`src/rtl/fir_sequencer.sv`:
```
// fir_sequencer: control sequencer for a FIR filter built from a circular sample
// buffer, a registered coefficient ROM and a multiply-accumulate unit.
module fir_sequencer #(
  parameter int DATA_WIDTH      = 48,
  parameter int NTAPS           = 256,
  parameter int COEF_ADDR_WIDTH = 8,
  parameter int MAC_LAT         = 1
) (
  input  logic                       clk,
  input  logic                       reset,
  input  logic                       in_strobe,
  input  logic [DATA_WIDTH-1:0]      in_data,
  output logic [DATA_WIDTH-1:0]      buf_data,
  output logic                       buf_wren,
  output logic                       buf_rden,
  output logic [COEF_ADDR_WIDTH-1:0] coef_addr,
  output logic                       mac_en,
  output logic                       mac_clr,
  output logic                       out_strobe,
  output logic                       busy,
  output logic                       overrun,
  output logic [15:0]                overrun_cnt
);

  typedef enum logic [2:0] {IDLE, WRITE, READ, DRAIN, DONE} state_t;

  localparam logic [COEF_ADDR_WIDTH-1:0] LAST_TAP = COEF_ADDR_WIDTH'(NTAPS - 1);
  localparam logic [1:0]                 LAST_LAT = 2'(MAC_LAT - 1);

  state_t                     state, state_d;
  logic [COEF_ADDR_WIDTH-1:0] k, k_d;
  logic [1:0]                 lat_cnt, lat_cnt_d;
  logic [DATA_WIDTH-1:0]      buf_data_d;
  logic [COEF_ADDR_WIDTH-1:0] coef_addr_d;
  logic                       buf_wren_d, buf_rden_d, mac_en_d, mac_clr_d;
  logic                       out_strobe_d, busy_d, overrun_d;
  logic [15:0]                overrun_cnt_d;

  // NOTE: every signal written here gets a default first, so no latch is inferred.
  always_comb begin
    state_d       = state;
    k_d           = k;
    lat_cnt_d     = lat_cnt;
    buf_data_d    = buf_data;
    coef_addr_d   = coef_addr;
    buf_wren_d    = 1'b0;
    buf_rden_d    = 1'b0;
    out_strobe_d  = 1'b0;

    case (state)
      IDLE, DONE: begin
        if (in_strobe) begin
          buf_data_d = in_data;
          buf_wren_d = 1'b1;
          state_d    = WRITE;
        end else begin
          state_d = IDLE;
        end
      end
      WRITE: begin
        state_d     = READ;
        k_d         = '0;
        buf_rden_d  = 1'b1;
        coef_addr_d = '0;
      end
      READ: begin
        if (k == LAST_TAP) begin
          state_d   = DRAIN;
          lat_cnt_d = '0;
        end else begin
          k_d         = k + 1'b1;
          buf_rden_d  = 1'b1;
          coef_addr_d = k + 1'b1;
        end
      end
      DRAIN: begin
        if (lat_cnt == LAST_LAT) begin
          state_d      = DONE;
          out_strobe_d = 1'b1;
        end else begin
          lat_cnt_d = lat_cnt + 1'b1;
        end
      end
      default: state_d = IDLE;
    endcase

    // MAC operands arrive one cycle after the read; the first read of a pass is tap 0.
    mac_en_d  = buf_rden;
    mac_clr_d = buf_rden && (coef_addr == '0);

    busy_d    = (state_d == WRITE) || (state_d == READ) || (state_d == DRAIN);

    // A strobe seen while busy is dropped; the pass in flight carries on untouched.
    overrun_d     = in_strobe && busy;
    overrun_cnt_d = overrun_cnt;
    if (overrun_d && (overrun_cnt != 16'hFFFF))
      overrun_cnt_d = overrun_cnt + 16'd1;
  end

  // NOTE: sequential state uses non-blocking assignments so every register samples
  // the pre-edge values of the others.
  always_ff @(posedge clk) begin
    if (reset) begin
      state       <= IDLE;
      k           <= '0;
      lat_cnt     <= '0;
      buf_data    <= '0;
      buf_wren    <= 1'b0;
      buf_rden    <= 1'b0;
      coef_addr   <= '0;
      mac_en      <= 1'b0;
      mac_clr     <= 1'b0;
      out_strobe  <= 1'b0;
      busy        <= 1'b0;
      overrun     <= 1'b0;
      overrun_cnt <= '0;
    end else begin
      state       <= state_d;
      k           <= k_d;
      lat_cnt     <= lat_cnt_d;
      buf_data    <= buf_data_d;
      buf_wren    <= buf_wren_d;
      buf_rden    <= buf_rden_d;
      coef_addr   <= coef_addr_d;
      mac_en      <= mac_en_d;
      mac_clr     <= mac_clr_d;
      out_strobe  <= out_strobe_d;
      busy        <= busy_d;
      overrun     <= overrun_d;
      overrun_cnt <= overrun_cnt_d;
    end
  end

endmodule

```
`config.mk`:
```
export PLATFORM = sky130hd
export DESIGN_NAME = fir_sequencer
export DESIGN_NICKNAME = d
export VERILOG_FILES = /design/src/rtl/fir_sequencer.sv
export SDC_FILE = /design/constraint.sdc
export NUM_CORES = 1
export LEC_CHECK = 0
export CORE_MARGIN = 3
export CORE_UTILIZATION = 35
export DETAILED_ROUTE_END_ITERATION = 7
export DONT_BUFFER_PORTS = 1
export PLACE_DENSITY_LB_ADDON = 0.25
export SYNTH_ARGS = -nofsm -noshare
export SYNTH_HDL_FRONTEND = slang
export SYNTH_SLANG_ARGS = --single-unit
```
`constraint.sdc`:
```
create_clock -name clk -period 1.6 [get_ports clk]
set_input_delay 0.48 -clock clk [delete_from_list [all_inputs] [get_ports clk]]
set_output_delay 0.48 -clock clk [all_outputs]
set_load 0.1 [all_outputs]
```
Yosys cells after proc, flatten, opt, wreduce, memory -nomap -nowiden:

Cells that the tools add are included.

* flip-flop bits (word level): 84
* input port bits: 51
* output and inout port bits: 79
* word-level logic and storage cells: 58

* add/subtract/negate cells: 3
* equality and inequality tests: 12
* mux-type cells: 13
* bitwise gates (word level): 2
* reductions and logical operators: 16

Operators with widths (count)
* $add 16x1->16 const B: 1
* $ne 16x16->1 const B: 1
* $pmux 8 s2: 1
* $eq 3x2->1 const B: 4
* $pmux 3 s4: 1
* $add 8x1->8 const B: 1
* $eq 8x8->1 const B: 1
* $logic_not 8->1: 1
* $mux 8: 1
* $eq 3x1->1 const B: 2
* $mux 3: 2
* $ne 2x2->1 const B: 3
* $reduce_or 2->1: 3
* $mux 1: 4
* $mux 2: 2
* $pmux 2 s2: 1
* $reduce_and 2->1: 2
* $reduce_bool 2->1: 2
* $eq 3x3->1 const B: 1
* $logic_and 1x1->1: 3
* $logic_not 3->1: 1
* $reduce_and 3->1: 1
* $add 2x1->2 const B: 1
* $logic_not 2->1: 1
* other kinds (3): 5

Depth between registers and ports, before layout:

* depth in word-level cells: 6
* mapped depth: 7
* depth with buffers taken out: 6

Least setup slack after synthesis:

OpenSTA, ideal clock, no wires.

* kind: flip-flop to flip-flop
* start point: reg overrun_cnt[11]
* end point: reg overrun_cnt[6]
* library setup time: 0.104 ns
* arrival: 2.227 ns
* required time: 1.496 ns
* setup slack: -0.731 ns
* stages on the path, launching flop included: 5
* path buffers: 0
* period minus slack after synthesis: 2.331 ns
* cell sequence: dfxtp_1 > nand4_1 > nor4_1 > o311ai_0 > o41ai_1

* longest elaborated chain between the ends: 2

RTL lines
* from (decl): line 22 `output logic [15:0] overrun_cnt`
* from (signal assigned): line 130 `overrun_cnt <= overrun_cnt_d;`
* $ne 16x16->1: line 96 `if (overrun_d && (overrun_cnt != 16'hFFFF))`
* $logic_and 1x1->1: line 96

No other way between the ends.
A chain may end at the register's enable or synchronous reset.

Worst setup path after layout:

* start point: reg k[0]
* end point: reg k[7]

* longest elaborated chain between the ends: 3
* elaborated cells between the ends (all ways): 6
* those cells by class: add/sub (1); eq/ne (2); mux (2); reduce/logical (1)

RTL lines
* from (decl): line 31 `logic [COEF_ADDR_WIDTH-1:0] k, k_d;`
* from (signal assigned): line 119 `k <= k_d;`
* $add 8x1->8 or $eq 8x8->1 (tied branches): line 71, 67
* $mux 8 or $ne 2x2->1 (tied branches)
* $pmux 8 s2 or $reduce_and 2->1 (tied branches)

Several ways; a longest one is shown, not always the timed one. The select of a mux whose other input is x is not followed.

==> summary.md <==
| Metric | Value |
|---|---|
| Top_reg_cell synth | sky130_fd_sc_hd__dfxtp_1 |
| Max Buffers Root-to-Sink | 2 |
| WP buf/inv | 1 |
| GR Layer Usage met3 | 0.0459 |
| FMAX | about 640 MHz |
| Root buffer cell | sky130_fd_sc_hd__clkbuf_8 |
| Post-detailed-route DRC marker count | 0 |
| Overall Power | 4.96 mW |
| Final weighted congestion of routability-driven global placement | 0.792 |
| Count of synthesis-stage warnings from yosys | 0 |
| Num CTS Buffers | 9 |
| Worst stage delay on the critical path | just under 0.5 ns |
| Most frequent cells in the layout | sky130_fd_sc_hd__nand2_1, sky130_fd_sc_hd__buf_4, sky130_fd_sc_hd__a21oi_1, sky130_fd_sc_hd__dfxtp_1, sky130_fd_sc_hd__dfxtp_4 |
| Post-synthesis cell area | 3390 um2 |
| Endpoint, Worst Hold | overrun_cnt[3] |
| Number of hold-slack violations in the final timing report | 0 |
| Via count of the first global-routing pass | 3092 |
| Commonest non-fill, non-tap cell in the layout | sky130_fd_sc_hd__nand2_1 |
| Core area | approximately 9300 um2 |
| Post-route non-filler standard cell count | around 630 |
| Area after DPL | roughly 4300 um2 |
| Hold WS | 0.197 ns |
| CP Launch Type | flop |
| Die Wd | 104 um |
| Number of detailed-routing iterations run before antenna repair | 4 |
| Number of flip-flops and latches in the synthesized netlist | between 80 and 90 |
| Arr. time, crit path | approximately 1.8 ns |
| Nets in the synthesized netlist | 470 |
| Post-layout worst setup margin | approximately 0.038 ns |
| Proportion of register bits with asynchronous set or reset after synthesis | 0 |
| Growth of design area from synthesis to finish | 35.9% |
| Ratio of routed vias to standard cells | approximately 5 |
| Net count reported at finish | 555 |
| Hold-fix buffers at CTS | 0 |
| Setup crit end kind | flop |
| Post-route cell area | around 4600 um2 |
| Share of cells above drive strength 1 | 0.321 |
| Die Outline Area | around 11000 um2 |
| Kind of cell adding the most delay to the critical path | simple AND/OR/NAND/NOR gates |
| Period utilization | 0.976 |
| Clock transition at the registers of the reported paths | ~0.08 ns |
| Gr usage total | 0.162 |
| Cells along the critical path | ha_4 > nand4_1 > o211ai_1 > buf_4 > or4b_1 > a21oi_2 |
| Number of distinct standard cells referenced by the synthesized netlist | 45 |
| Met2 usage | 0.259 |
| Vert. Die Dim | roughly 100 um |
| TritonCTS clock tree | yes |
| Top-level port count | 130 |
| Unrepaired setup endpoints after global routing | yes |
| Placed instance count | ~600 |
| Count of final setup violators | 0 |
| Cell depth of the worst flop-to-flop path | 6 |
| Min Clock Period, post-route | approximately 1.6 ns |
| Pin count of the biggest net entering global routing | 80 |
| DP Worst Slack | about 0.043 ns |
| Global Route met1 Usage | 0.200 |
| Port buffer count | 0 |
| Worst vdd ir | 553 uV |
| Layout Skew | between 0.01 and 0.015 ns |
| Startpoint of the most critical register-to-register path | k[0] |
| Initial detailed-routing violation count | about 210 |
| # Max-Cap Violations | 0 |
| Sequential element share of the synthesized area | 0.496 |
| Type of the tightest min-delay check | input pin to flop |
| Slowest cell on the critical path | sky130_fd_sc_hd__or4b_1 |
| Sum of overflow across all layers after global routing | 0 |
| Starting density of the core | 0.364 |
| Pins Over Slew Limit | 0 |
| First-pass GRT wire length | between 10 and 15 mm |
| Worst-Margin Slew | between 0.3 and 0.4 ns |
| Hold Startpoint | reset |
| Worst flop-to-flop path endpoint | k[7] |
| Worst R2R Setup Slack | 0.04 ns |
| Final HPWL from detailed placement | approximately 6.3 mm |
| Power Dens Cells | 1080 nW/um2 |
| Busiest metal layer after global routing | met2 |
| Antenna cells | 0 |
| DR WL/cell | between 10 and 15 um |
| Later-pin clock latency in the skew report | between 0.3 and 0.4 ns |
| Post-detailed-routing wire length | around 9.1 mm |
| Count of flip-flops with a built-in enable after synthesis | 0 |
| Number of rows in the core area | 35 |
| Via count | 3259 |
| Number of antenna violations at the first check in global routing | 0 |
| CP Data Required Time | approximately 1.9 ns |
| Critical Setup Path Class | flop to flop |
| DRT antenna net count | 0 |
| H-tree depth reported by CTS | 3 |
| Static Leak | about 1.8 nW |
| Largest fanout on the critical path | 10 |
| Number of stages on the worst hold path | 1 |
| Count of clock tree sinks | 84 |
| Post-synthesis instance total | 415 |
| Synthesized area divided by synthesized cell count | approximately 8 um2 |
| Run status | completed |
| Max-slew headroom at the worst pin | 0.742 |
[final cells by class]
cell class	instances	area [um2]
flip-flops and latches	84	1770
well taps	129	161
fillers	901	4720
repair buffers	97	757
clock inverters	6	72.6
multi-input cells	299	1680
inverters	9	33.8
clock buffers	10	138
[state kept, by name (all words and copies together), names as in the netlist, 2 cells and up]
signal,flops
buf_data,48
k,8
lat_cnt,2
state,3
overrun_cnt,16
[cells by family after synthesis]
family,after synthesis,share of synthesized area
compound gates,109,0.186
xor+xnor,3,0.00774
fa+ha+maj,4,0.0147
buf+inv,32,0.0380
flops,84,0.496
mux,1,0.00295
simple gates,182,0.255
[where the power goes]
part / internal [mW] / switching [mW] / total [mW]
sequential: 2.16 / 0.0435 / 2.20
combinational: 0.257 / 0.957 / 1.21
clock: 0.780 / 0.769 / 1.55
total: 3.19 / 1.77 / 4.96
[cell usage after synthesis, drive strengths merged (2+ instances only)]
cell type  count  area share
or4            5       0.011
or3           10       0.018
and4           3      0.0077
inv            9       0.010
and2           3      0.0055
and3           4      0.0074
nor4           4       0.012
o21ai         15       0.022
buf            6      0.0092
nand4          6       0.013
xor2           2      0.0052
o31ai          8       0.018
ha             4       0.015
dfxtp         84        0.50
o41ai          4       0.010
nor3           3      0.0044
or2            5      0.0092
nand3          7       0.012
o311ai         2      0.0052
nand2        113        0.13
a21oi         70        0.10
o211ai         3      0.0066
clkbuf        17       0.019
nor2          12       0.013
[worst reg2reg max path, cell delays in order, from the launching register on]
cell and delay [ns]:
sky130_fd_sc_hd__dfxtp_4 0.37, sky130_fd_sc_hd__ha_4 0.16, sky130_fd_sc_hd__nand4_1 0.10, sky130_fd_sc_hd__o211ai_1 0.09
sky130_fd_sc_hd__buf_4 0.17, sky130_fd_sc_hd__or4b_1 0.49, sky130_fd_sc_hd__a21oi_2 0.12
[worst max-delay path by stage]
| stage | start | endpoint | slack [ns] | cells after the start |
|---|---|---|---|---|
| after floorplan | overrun_cnt[1] | overrun_cnt[14] | -0.06 | 5 |
| after global placement | in_strobe | overrun_cnt[15] | 0.06 | 4 |
| after detailed placement | overrun_cnt[2] | overrun_cnt[5] | 0.04 | 5 |
| after CTS | overrun_cnt[2] | overrun_cnt[5] | 0.03 | 5 |
| after global routing | overrun_cnt[13] | overrun_cnt[5] | -0.04 | 5 |
| final | k[0] | k[7] | 0.04 | 6 |
[metal layers]
layer | vias to the layer above | share of wire
li1 | 1617 | -
met1 | 1500 | 0.43
met2 | 115 | 0.47
met3 | 27 | 0.072
met4 | 0 | 0.026
met5 | - | 0
[stage by stage]
step,util,TNS [ns]
floorplan,-,-0.161
global placement,0.461,0
detailed placement,0.461,0
CTS,0.484,0
global route,0.494,-0.106
finish,0.494,0
[repair_timing]
item | in CTS | in global routing
setup buffers | 0 | 5
setup endpoints to repair | 1 | 13
pin swaps | 0 | 2
gates resized for setup | 1 | 11
Note: power is estimated with default switching activity, not from simulation.
